## src/rtl/s298_bist_pkg.sv

```systemverilog
// Shared types and constants for the s298 BIST response analyser.
package s298_bist_pkg;

  typedef enum logic [2:0] {
    ST_IDLE    = 3'd0,
    ST_SEED    = 3'd1,
    ST_WARM    = 3'd2,
    ST_COMPACT = 3'd3,
    ST_CHECK   = 3'd4,
    ST_DONE    = 3'd5
  } state_e;

  localparam int RESP_W = 6;

  localparam logic [15:0] DEFAULT_POLY = 16'h1021;
  localparam logic [15:0] DEFAULT_SEED = 16'h0000;

  // Position of each s298 primary output inside RESP.
  localparam int IDX_G66  = 0;
  localparam int IDX_G67  = 1;
  localparam int IDX_G117 = 2;
  localparam int IDX_G118 = 3;
  localparam int IDX_G132 = 4;
  localparam int IDX_G133 = 5;

endpackage

```

## src/rtl/s298_misr.sv

```systemverilog
// W-bit multiple-input signature register: shift left, fold MSB through the
// tap mask, XOR the zero-extended response into the low bits.
module s298_misr
  import s298_bist_pkg::*;
#(
  parameter int W = 16
) (
  input  logic              clk,
  input  logic              rst,
  input  logic              load,
  input  logic              en,
  input  logic [W-1:0]      seed,
  input  logic [RESP_W-1:0] data,
  input  logic [W-1:0]      taps,
  output logic [W-1:0]      sig
);

  logic [W-1:0] next_sig;

  always_comb begin
    next_sig = {sig[W-2:0], 1'b0}
             ^ (sig[W-1] ? taps : {W{1'b0}})
             ^ {{(W-RESP_W){1'b0}}, data};
  end

  always_ff @(posedge clk) begin
    if (rst || load) begin
      sig <= seed;
    end else if (en) begin
      sig <= next_sig;
    end
  end

endmodule

```

## src/rtl/s298_misr_analyzer.sv

```systemverilog
// BIST output response analyser for s298: skips a warm-up window, compacts
// NUM_PATTERNS responses into a MISR and compares against GOLDEN.
module s298_misr_analyzer
  import s298_bist_pkg::*;
#(
  parameter int          W            = 16,
  parameter logic [W-1:0] POLY        = W'(DEFAULT_POLY),
  parameter logic [W-1:0] SEED        = W'(DEFAULT_SEED),
  parameter int          WARMUP       = 14,
  parameter int          NUM_PATTERNS = 255,
  parameter int          CW           = $clog2(NUM_PATTERNS + WARMUP + 1)
) (
  input  logic              CK,
  input  logic              RST,
  input  logic              START,
  input  logic              RESP_VALID,
  input  logic [RESP_W-1:0] RESP,
  input  logic [W-1:0]      GOLDEN,
  output logic              BUSY,
  output logic              DONE,
  output logic              PASS,
  output logic [W-1:0]      SIGNATURE,
  output logic [CW-1:0]     COUNT,
  output state_e            STATE
);

  // Count value held on the edge that accepts the last warm-up / last
  // compacted response; that edge also advances the state.
  localparam logic [CW-1:0] WARM_LAST = CW'((WARMUP > 0) ? (WARMUP - 1) : 0);
  localparam logic [CW-1:0] COMP_LAST = CW'(WARMUP + NUM_PATTERNS - 1);

  // RESP_VALID has no ready: a response is consumed on every edge where
  // RESP_VALID=1 while in WARM or COMPACT, and dropped in any other state.
  logic              start_ok;
  logic              misr_en;
  logic              accept;
  logic [RESP_W-1:0] resp_ord;

  assign resp_ord = {RESP[IDX_G133], RESP[IDX_G132], RESP[IDX_G118],
                     RESP[IDX_G117], RESP[IDX_G67],  RESP[IDX_G66]};

  assign start_ok = START && ((STATE == ST_IDLE) || (STATE == ST_DONE));
  assign accept   = RESP_VALID && ((STATE == ST_WARM) || (STATE == ST_COMPACT));
  assign misr_en  = RESP_VALID && (STATE == ST_COMPACT);

  s298_misr #(
    .W (W)
  ) u_misr (
    .clk  (CK),
    .rst  (RST),
    .load (start_ok),
    .en   (misr_en),
    .seed (SEED),
    .data (resp_ord),
    .taps (POLY),
    .sig  (SIGNATURE)
  );

  always_ff @(posedge CK) begin
    if (RST) begin
      STATE <= ST_IDLE;
      COUNT <= '0;
      BUSY  <= 1'b0;
      DONE  <= 1'b0;
      PASS  <= 1'b0;
    end else begin
      if (accept) begin
        COUNT <= COUNT + 1'b1;
      end
      case (STATE)
        ST_IDLE, ST_DONE: begin
          if (START) begin
            STATE <= ST_SEED;
            COUNT <= '0;
            PASS  <= 1'b0;
            BUSY  <= 1'b1;
            DONE  <= 1'b0;
          end
        end
        ST_SEED: begin
          STATE <= (WARMUP > 0) ? ST_WARM : ST_COMPACT;
        end
        ST_WARM: begin
          if (RESP_VALID && (COUNT == WARM_LAST)) begin
            STATE <= ST_COMPACT;
          end
        end
        ST_COMPACT: begin
          if (RESP_VALID && (COUNT == COMP_LAST)) begin
            STATE <= ST_CHECK;
          end
        end
        ST_CHECK: begin
          PASS  <= (SIGNATURE == GOLDEN);
          STATE <= ST_DONE;
          BUSY  <= 1'b0;
          DONE  <= 1'b1;
        end
        default: begin
          STATE <= ST_IDLE;
          BUSY  <= 1'b0;
          DONE  <= 1'b0;
          PASS  <= 1'b0;
        end
      endcase
    end
  end

endmodule

```

## config.mk

```make
export PLATFORM = sky130hd
export DESIGN_NAME = s298_misr_analyzer
export DESIGN_NICKNAME = d
export VERILOG_FILES = /design/src/rtl/s298_bist_pkg.sv /design/src/rtl/s298_misr.sv /design/src/rtl/s298_misr_analyzer.sv
export SDC_FILE = /design/constraint.sdc
export NUM_CORES = 1
export LEC_CHECK = 0
export ABC_AREA = 1
export BUFFER_PORTS_ARGS = -buffer_cell sky130_fd_sc_hd__clkbuf_2
export CAP_MARGIN = 20
export CORE_UTILIZATION = 45
export DETAILED_ROUTE_END_ITERATION = 10
export PLACE_DENSITY = 0.72
export SETUP_SLACK_MARGIN = 0.5
export SYNTH_ARGS = -nofsm -noshare
export SYNTH_HDL_FRONTEND = slang
export SYNTH_SLANG_ARGS = --single-unit
```

## constraint.sdc

```tcl
create_clock -name CK -period 2.41 [get_ports CK]
set_input_delay 0.482 -clock CK [delete_from_list [all_inputs] [get_ports CK]]
set_output_delay 0.482 -clock CK [all_outputs]
set_load 0.03 [all_outputs]
```

After elaboration in Yosys (flattened, before gate mapping)
Cells that the tools add are included. W data, S select, Z words.

Input bits: 26. Flip-flop bits (word level): 31. Output and inout port bits: 31.

Equality and inequality tests: 11. Reductions and logical operators: 13. Muxes and demuxes: 13. Bitwise logic cells: 3. $add $sub $neg: 1.

Operators with widths (count): $mux W9 (3); $eq A16 B16 Y1 (1); $xor A16 B16 Y16 (1); $xor A16 B6 Y16 (1); $pmux W3 S5 (1); $mux W13 (1); $add A9 B1 Y9 const B (1); $eq A9 B4 Y1 const B (1); $eq A9 B9 Y1 const B (1); $mux W3 (3); $eq A3 B2 Y1 const B (2); $eq A3 B3 Y1 const B (2); $pmux W1 S3 (2); $logic_and A1 B1 Y1 (5); $ne A2 B1 Y1 const B (2); $eq A3 B1 Y1 const B (1); $logic_not A3 Y1 (1); $logic_or A1 B1 Y1 (3); $reduce_and A3 Y1 (1); $reduce_or A3 Y1 (1); $mux W1 (2); $ne A2 B2 Y1 const B (1); $pmux W1 S2 (1); $reduce_and A2 Y1 (1); other kinds (2) (2).

Longest topological paths before layout
Gate-level depths: netlist of run 1.

Depth after elaboration: 6. Gate-level depth with buffers: 10. Depth with buffers taken out: 10.

Cells and area by module
From an unflattened synthesis of run 1, not the netlist that was laid out.

Cell total of the unflattened synthesis: 327. Area total of the unflattened synthesis: 2217.1 um2.

Modules (own cells, without submodules): s298_misr_analyzer (cells an instance 189, area each 1153.6 um2, times used 1, seq. area each 300.3 um2); s298_misr (cells an instance 138, area each 1063.5 um2, times used 1, seq. area each 480.5 um2).

Least setup slack after synthesis of run 1
Ideal clock, no wire load.

Path kind: register to register. Start: reg STATE[2]. End: reg u_misr.sig[2]. Setup time: 116 ps. Data arrival time: 1319 ps. Stages on the path, launching flop included: 9. Slack: 975 ps. Path buffers: 1. Cell sequence: dfxtp_1 -> inv_2 -> nand2_1 -> nand2_1 -> nor2_1 -> nand2_1 -> nand2_1 -> buf_4 -> nor2_1.

Word-level cells in the longest chain between the ends: 4. Elaborated cells on any way between the ends: 7.

Ends and longest elaborated chain: start, declared (line s298_misr_analyzer.sv:24) `output state_e STATE`; start signal, assigned (line s298_misr_analyzer.sv:81) `STATE <= (WARMUP > 0) ? ST_WARM : ST_COMPACT;`; $eq A3 B3 Y1 / $logic_not A3 Y1 (equally long branches) (line s298_misr_analyzer.sv:42) `assign start_ok = START && ((STATE == ST_IDLE) || (STATE == ST_DONE));`; $logic_or A1 B1 Y1 (line s298_misr_analyzer.sv:42); $logic_and A1 B1 Y1 (line s298_misr_analyzer.sv:42); $logic_or A1 B1 Y1 (line s298_misr.sv:27) `if (rst || load) begin`; end signal, assigned (line s298_misr.sv:30) `sig <= next_sig;`; end, declared (line s298_misr.sv:15) `output logic [W-1:0] sig`.

Parallel ways exist; a longest one is shown, timed or not. A chain may end at the register's enable or synchronous reset.

Worst setup path after layout of run 1
Start: reg STATE[2]. End: reg u_misr.sig[12].

Same word-level chain as after synthesis.

==> results of run 1 <==
[path summary, 6_finish.rpt]
check | from | endpoint | slack, ps
max | STATE[2]$_SDFFE_PP0P_ | u_misr.sig[12]$_SDFFE_PP0P_ | 790
min | RST | DONE$_SDFFE_PP0P_ | 390
max reg2reg | STATE[2]$_SDFFE_PP0P_ | u_misr.sig[12]$_SDFFE_PP0P_ | 790
min reg2reg | BUSY$_SDFFE_PP0P_ | BUSY$_SDFFE_PP0P_ | 480
[kinds of logic after synthesis]
logic type / share of synthesized area (%)
fa+ha+maj: 2.06
compound gates: 8.87
xor+xnor: 7.70
flops: 34.1
simple gates: 33.5
buf+inv: 13.8
[cell usage in the layout (no fill, tap or decap), types with 2 or more instances in the layout]
master	Yosys	layout
a21oi_1	18	18
buf_4	12	2
clkbuf_2	0	56
clkbuf_8	0	6
dfxtp_1	31	31
ha_1	3	3
inv_1	36	36
inv_2	3	3
nand2_1	76	76
nand3_1	10	10
nand4_1	3	3
nor2_1	39	39
nor2_4	3	3
o21ai_0	11	11
or2_2	3	3
xnor2_1	13	13
xor2_1	3	3
[through the flow]
step | power, mW | hold WS (ps) | instances
floorplan | 1.11 | 467 | 274
global placement | 1.25 | 446 | 366
detailed placement | 1.26 | 473 | 366
CTS | 1.67 | 384 | 373
global route | 1.79 | 387 | 373
finish | 1.65 | 392 | 373
[layout make-up]
| type | count | area [um^2] |
|---|---|---|
| Sequential cell | 31 | 621 |
| Inverter | 40 | 150 |
| Multi-Input combinational cell | 189 | 948 |
| Timing Repair Buffer | 58 | 295 |
| Fill cell | 363 | 1610 |
| Tap cell | 48 | 60.1 |
| Clock inverter | 1 | 5.00 |
| Clock buffer | 6 | 82.6 |
[registers in the layout, indices dropped and copies added, names as in the netlist]
register	cells
PASS	1
DONE	1
STATE	3
u_misr.sig	16
COUNT	9
BUSY	1
[power by group through the flow]
| stage | Combinational (mW) | Clock (mW) | Sequential, mW |
|---|---|---|---|
| finish | 0.618 | 0.408 | 0.628 |
| global route | 0.707 | 0.444 | 0.637 |
| CTS | 0.621 | 0.420 | 0.627 |
| detailed placement | 0.618 | 0 | 0.639 |
| global placement | 0.610 | 0 | 0.638 |
| floorplan | 0.385 | 0 | 0.725 |
[synthesized netlist by cell type]
master / number
nor2_4: 3
buf_4: 12
nor3_4: 1
nand3_1: 10
inv_1: 36
nand2_1: 76
xor2_1: 3
inv_2: 3
dfxtp_1: 31
nand3_2: 1
o21a_1: 1
a21oi_1: 18
xnor2_1: 13
and2_1: 1
nor2_1: 39
buf_2: 2
ha_1: 3
o21ai_2: 1
o21ai_0: 11
clkinv_1: 1
nand2_2: 1
nand3_4: 1
nand4_1: 3
or2_2: 3
[per-layer routing]
| metal | global-route usage, % | share of wire, % |
|---|---|---|
| met2 | 31.2 | 43 |
| met5 | 0 | 0 |
| met1 | 24.8 | 50 |
| met4 | 8.15 | 1.3 |
| met3 | 4.34 | 5.3 |
==> metrics.csv, run 1 <==
metric,value,unit
dp_hpwl,2910,um
drive_above_1_share,24.3,%
syn_to_final_growth,18.8,%
synth_area_per_cell,6.64,um^2
rr_worst_depth,8,
core.rowCount,22,
portBuffers,56,
pwr-share-seq,38.0,%
clkLatencyLatePin,280,ps
start_util,48.2,%
cpLargestDelayFamily,simple AND/OR/NAND/NOR gates,
fin_crit,1620,ps
vias,1719,
yosys.area.top_type,dfxtp_1,
start_kind,register,
cp_slowest_cell,dfxtp_1,
ys_warn_count,0,
cp-end-kind,register,
grt_pass1_wl,6290,um
fin_util,57.3,%
pre_cts_ws,738,ps
hold_class,input pin to register,
grt_antenna_before_repair,0,
synth_area,0.00182,mm^2
wire_per_inst,10.1,um
grt_max_degree,25,
dpl_cell_area,0.00207,mm^2
p_leak,1.03,nW
dieArea,0.00430,mm^2
clkPwrFrac,24.7,%
ant_nets,0,
yosysSeqAreaShare,34.1,%
synth_nets,303,
drc_errors,0,
setup_viol,0,
clock_sinks,31,
clk_pin_slew_worst_paths,60,ps
slowest_delay,370,ps
crit_type,register to register,
top_level_ports,57,
cts_hold_buffers,0,
fin_ws,792,ps
post_cts_buffers,0,
max_freq,0.618,GHz
min_period_over_period,67.1,%
fin_skew,3.46,ps
first_pass_iters,4,
post_cts_resized,0,
die_y,65.6,um
final_net_count,354,
finalSetupTns,0,ps
switching_share,40.3,%
drt_iter0_markers,113,
slew-limit-headroom,73.1,%
power_density,765,mW/mm^2
path_buf_inv,2,
finalMaxSlewViolations,0,
worstPathRequired,2580,ps
die_x,65.6,um
antenna_cells,0,
first_global_vias,1467,
crit_chain,"inv_2, nand2_1, nand2_1, nor2_1, nand2_1, nand2_1, buf_4, nor2_1",
grt.overflow.total,0,
comb_power_share,37.4,%
clock_path_buffers,2,
synth_top_area_share,34.1,%
vias_per_cell,4.61,
htreeDepth,2,
tightest_slew,402,ps
rsz0062_at_grt,false,
routed_wl,3770,um
whs_path_depth,2,
ys_ff_latch,31,
outcome,finished clean,
worst-path-stages,8,
globalplace.congestion,0.936,
fin_area,0.00216,mm^2
cts_buffers,5,
hold_viol,0,
ys_types,24,
netlist_instances,274,
cts_tree,yes,
path_common_cell,nand2_1,
root_buffer,clkbuf_8,
p_sw,0.666,mW
max-vdd-ir-drop,0.366,mV
core-area,0.00377,mm^2
grt_usage,19.4,%
drv_cap,0,
intPower,0.988,mW
arrival,1790,ps
critPathMaxFanout,11,
yosys-top-cells-area,"dfxtp_1 (34%), nand2_1 (16%), nor2_1 (8.0%)",
Note: power is estimated with default switching activity, not from simulation.
==> inputs of run 2 (changes only) <==
- clock period: 2.41 -> 1.55 ns (I/O delays scaled with it)
==> run 2 against run 1 <==
  * Maximum frequency grew 16%
  * Global-route usage is 6.7 points higher
  * Cell count rose by 14%
  * Clock power grew 83%
  * Register-to-register slack lost 640 ps
  * Critical path depth increased by 1
  * Final area grew 57%
  * Wire length grew 99%
  * Power rose by 140%
  * Critical endpoint is now COUNT[7]$_SDFF_PP0_
==> metrics.csv, run 2 (same netlist as run 1, synthesis figures left out) <==
metric,value,unit,change
antenna_cells,0,,unchanged
rr_endpoint,COUNT[7]$_SDFF_PP0_,,
start_kind,register,,
min_period_over_period,90.1,%,+23 points
root_buffer,clkbuf_8,,
portBuffers,56,,unchanged
fin_skew,9.97,ps,+6.50 ps
cts_tree,yes,,
start_util,48.2,%,unchanged
tightest_slew,281,ps,-121 ps
fillers,153,,-58%
finalSetupTns,0,ps,unchanged
cts_buffers,5,,unchanged
core.rowCount,22,,unchanged
seq_area,723,um^2,+17%
whs_path_depth,2,,unchanged
layout_common_cells,"nand2_1 (57), buf_4 (43), inv_1 (30)",,
grt_antenna_before_repair,0,,unchanged
whs_endpoint,DONE$_SDFFE_PP0P_,,
final_net_count,406,,+15%
arrival,1590,ps,-200 ps
vias_per_cell,5.41,,+17%
finalMaxSlewViolations,0,,unchanged
final_common_cell,nand2_1,,
reg_top3,"u_misr.sig x16, COUNT x9, STATE x3",,
first_pass_iters,7,,+3
drt_iter0_markers,216,,+91%
rsz0062_at_grt,true,,
hold_viol,0,,unchanged
reg2reg_from,STATE[2]$_SDFFE_PP0P_,,
top_level_ports,57,,unchanged
regMostFlops,u_misr.sig,,
grt_max_degree,24,,-4.0%
multi_input_area,0.00125,mm^2,+32%
max_freq,0.716,GHz,+16%
cp-end-kind,register,,
worstPathRequired,1740,ps,-840 ps
clkLatencyLatePin,300,ps,+20 ps
grt_pass1_wl,8490,um,+35%
ant_nets,0,,unchanged
largest_reg_flops,16,,unchanged
first_global_vias,1962,,+34%
power_density,1150,mW/mm^2,+50%
core-area,0.00377,mm^2,unchanged
drv_cap,0,,unchanged
whs,188,ps,-204 ps
clk_pin_slew_worst_paths,80,ps,+20 ps
dieArea,0.00430,mm^2,unchanged
globalplace.congestion,0.870,,-7.0%
crit_type,register to register,,
outcome,finished clean,,
vias,2305,,+34%
clock_sinks,31,,unchanged
fin_area,0.00339,mm^2,+57%
drc_errors,0,,unchanged
dp_hpwl,2960,um,+1.7%
fin_crit,1400,ps,-221 ps
max-vdd-ir-drop,0.689,mV,+88%
slew-limit-headroom,81.1,%,+8.0 points
clock_path_buffers,2,,unchanged
hold_class,input pin to register,,
wire_per_inst,17.6,um,+74%
setup_viol,0,,unchanged
p_leak,1.51,nW,+47%
dpl_cell_area,0.00223,mm^2,+7.7%
htreeDepth,2,,unchanged
grt.overflow.total,0,,unchanged
critPathMaxFanout,5,,-6
syn_to_final_growth,86.6,%,
min-delay-start,RST,,
die_y,65.6,um,unchanged
drive_above_1_share,61.1,%,+37 points
rr_worst_depth,9,,+1
routed_wl,7500,um,+99%
die_x,65.6,um,unchanged
grt_usage,26.1,%,+6.7 points
worst-r2r-setup-slack,150,ps,-640 ps
run 2: how the worst max path moves through the flow:
stage / from / end / cells after the start
after floorplan: STATE[2]$_SDFFE_PP0P_ / COUNT[6]$_SDFF_PP0_ / 8
after global placement: COUNT[0]$_SDFF_PP0_ / STATE[2]$_SDFFE_PP0P_ / 8
after detailed placement: COUNT[1]$_SDFF_PP0_ / STATE[2]$_SDFFE_PP0P_ / 10
after CTS: COUNT[0]$_SDFF_PP0_ / STATE[0]$_SDFFE_PP0P_ / 8
after global routing: STATE[2]$_SDFFE_PP0P_ / COUNT[8]$_SDFF_PP0_ / 9
final: STATE[2]$_SDFFE_PP0P_ / COUNT[7]$_SDFF_PP0_ / 9
run 2: worst max-delay path: stages (launching register included):
cell	delay (ps)
dfxtp_4	400
inv_6	60
nand2_4	90
nand2_4	70
nor2_4	140
nand2_2	100
nand2_4	160
inv_6	60
o21ai_1	120
nor2_1	80
run 2: stage by stage:
step / utilization [%] / std cells / worst slack (ps) / total power [mW]
6_report: 90.0 / 426 / 153 / 3.89
5_1_grt: 90.0 / 426 / 89.6 / 4.02
4_1_cts: 77.8 / 404 / 317 / 3.20
3_5_place_dp: 59.3 / 367 / 281 / 2.13
3_3_place_gp: 59.3 / 367 / 259 / 2.12
2_1_floorplan: - / 274 / 361 / 1.87
run 2: power breakdown:
group | total, mW | switching [mW] | internal, mW
Combinational | 2.10 | 1.17 | 0.928
Sequential | 1.05 | 0.160 | 0.886
Clock | 0.747 | 0.342 | 0.406
run 2: area by class of cell:
| type | instances | area share [%] |
|---|---|---|
| timing repair buffer | 110 | 32.0 |
| sequential | 31 | 21.3 |
| tap | 48 | 1.77 |
| clock buffer | 8 | 2.95 |
| inverter | 40 | 5.01 |
| multi-input combinational | 189 | 37.0 |
run 2: timing repair:
item / 4_1_cts / 5_1_grt
setup buffers: 29 / 18
pin swaps: 13 / 26
resized for setup: 105 / 94
endpoints found under the setup margin: 62 / 62
gates cloned: 0 / 4
hold buffers: 0 / 0
run 2: per-layer routing:
layer	wire length [um]	up-vias	track usage [%]
li1	-	1037	-
met1	2890	1050	29.5
met2	3650	166	45.7
met3	547	52	5.90
met4	404	0	12.5
met5	0	-	0
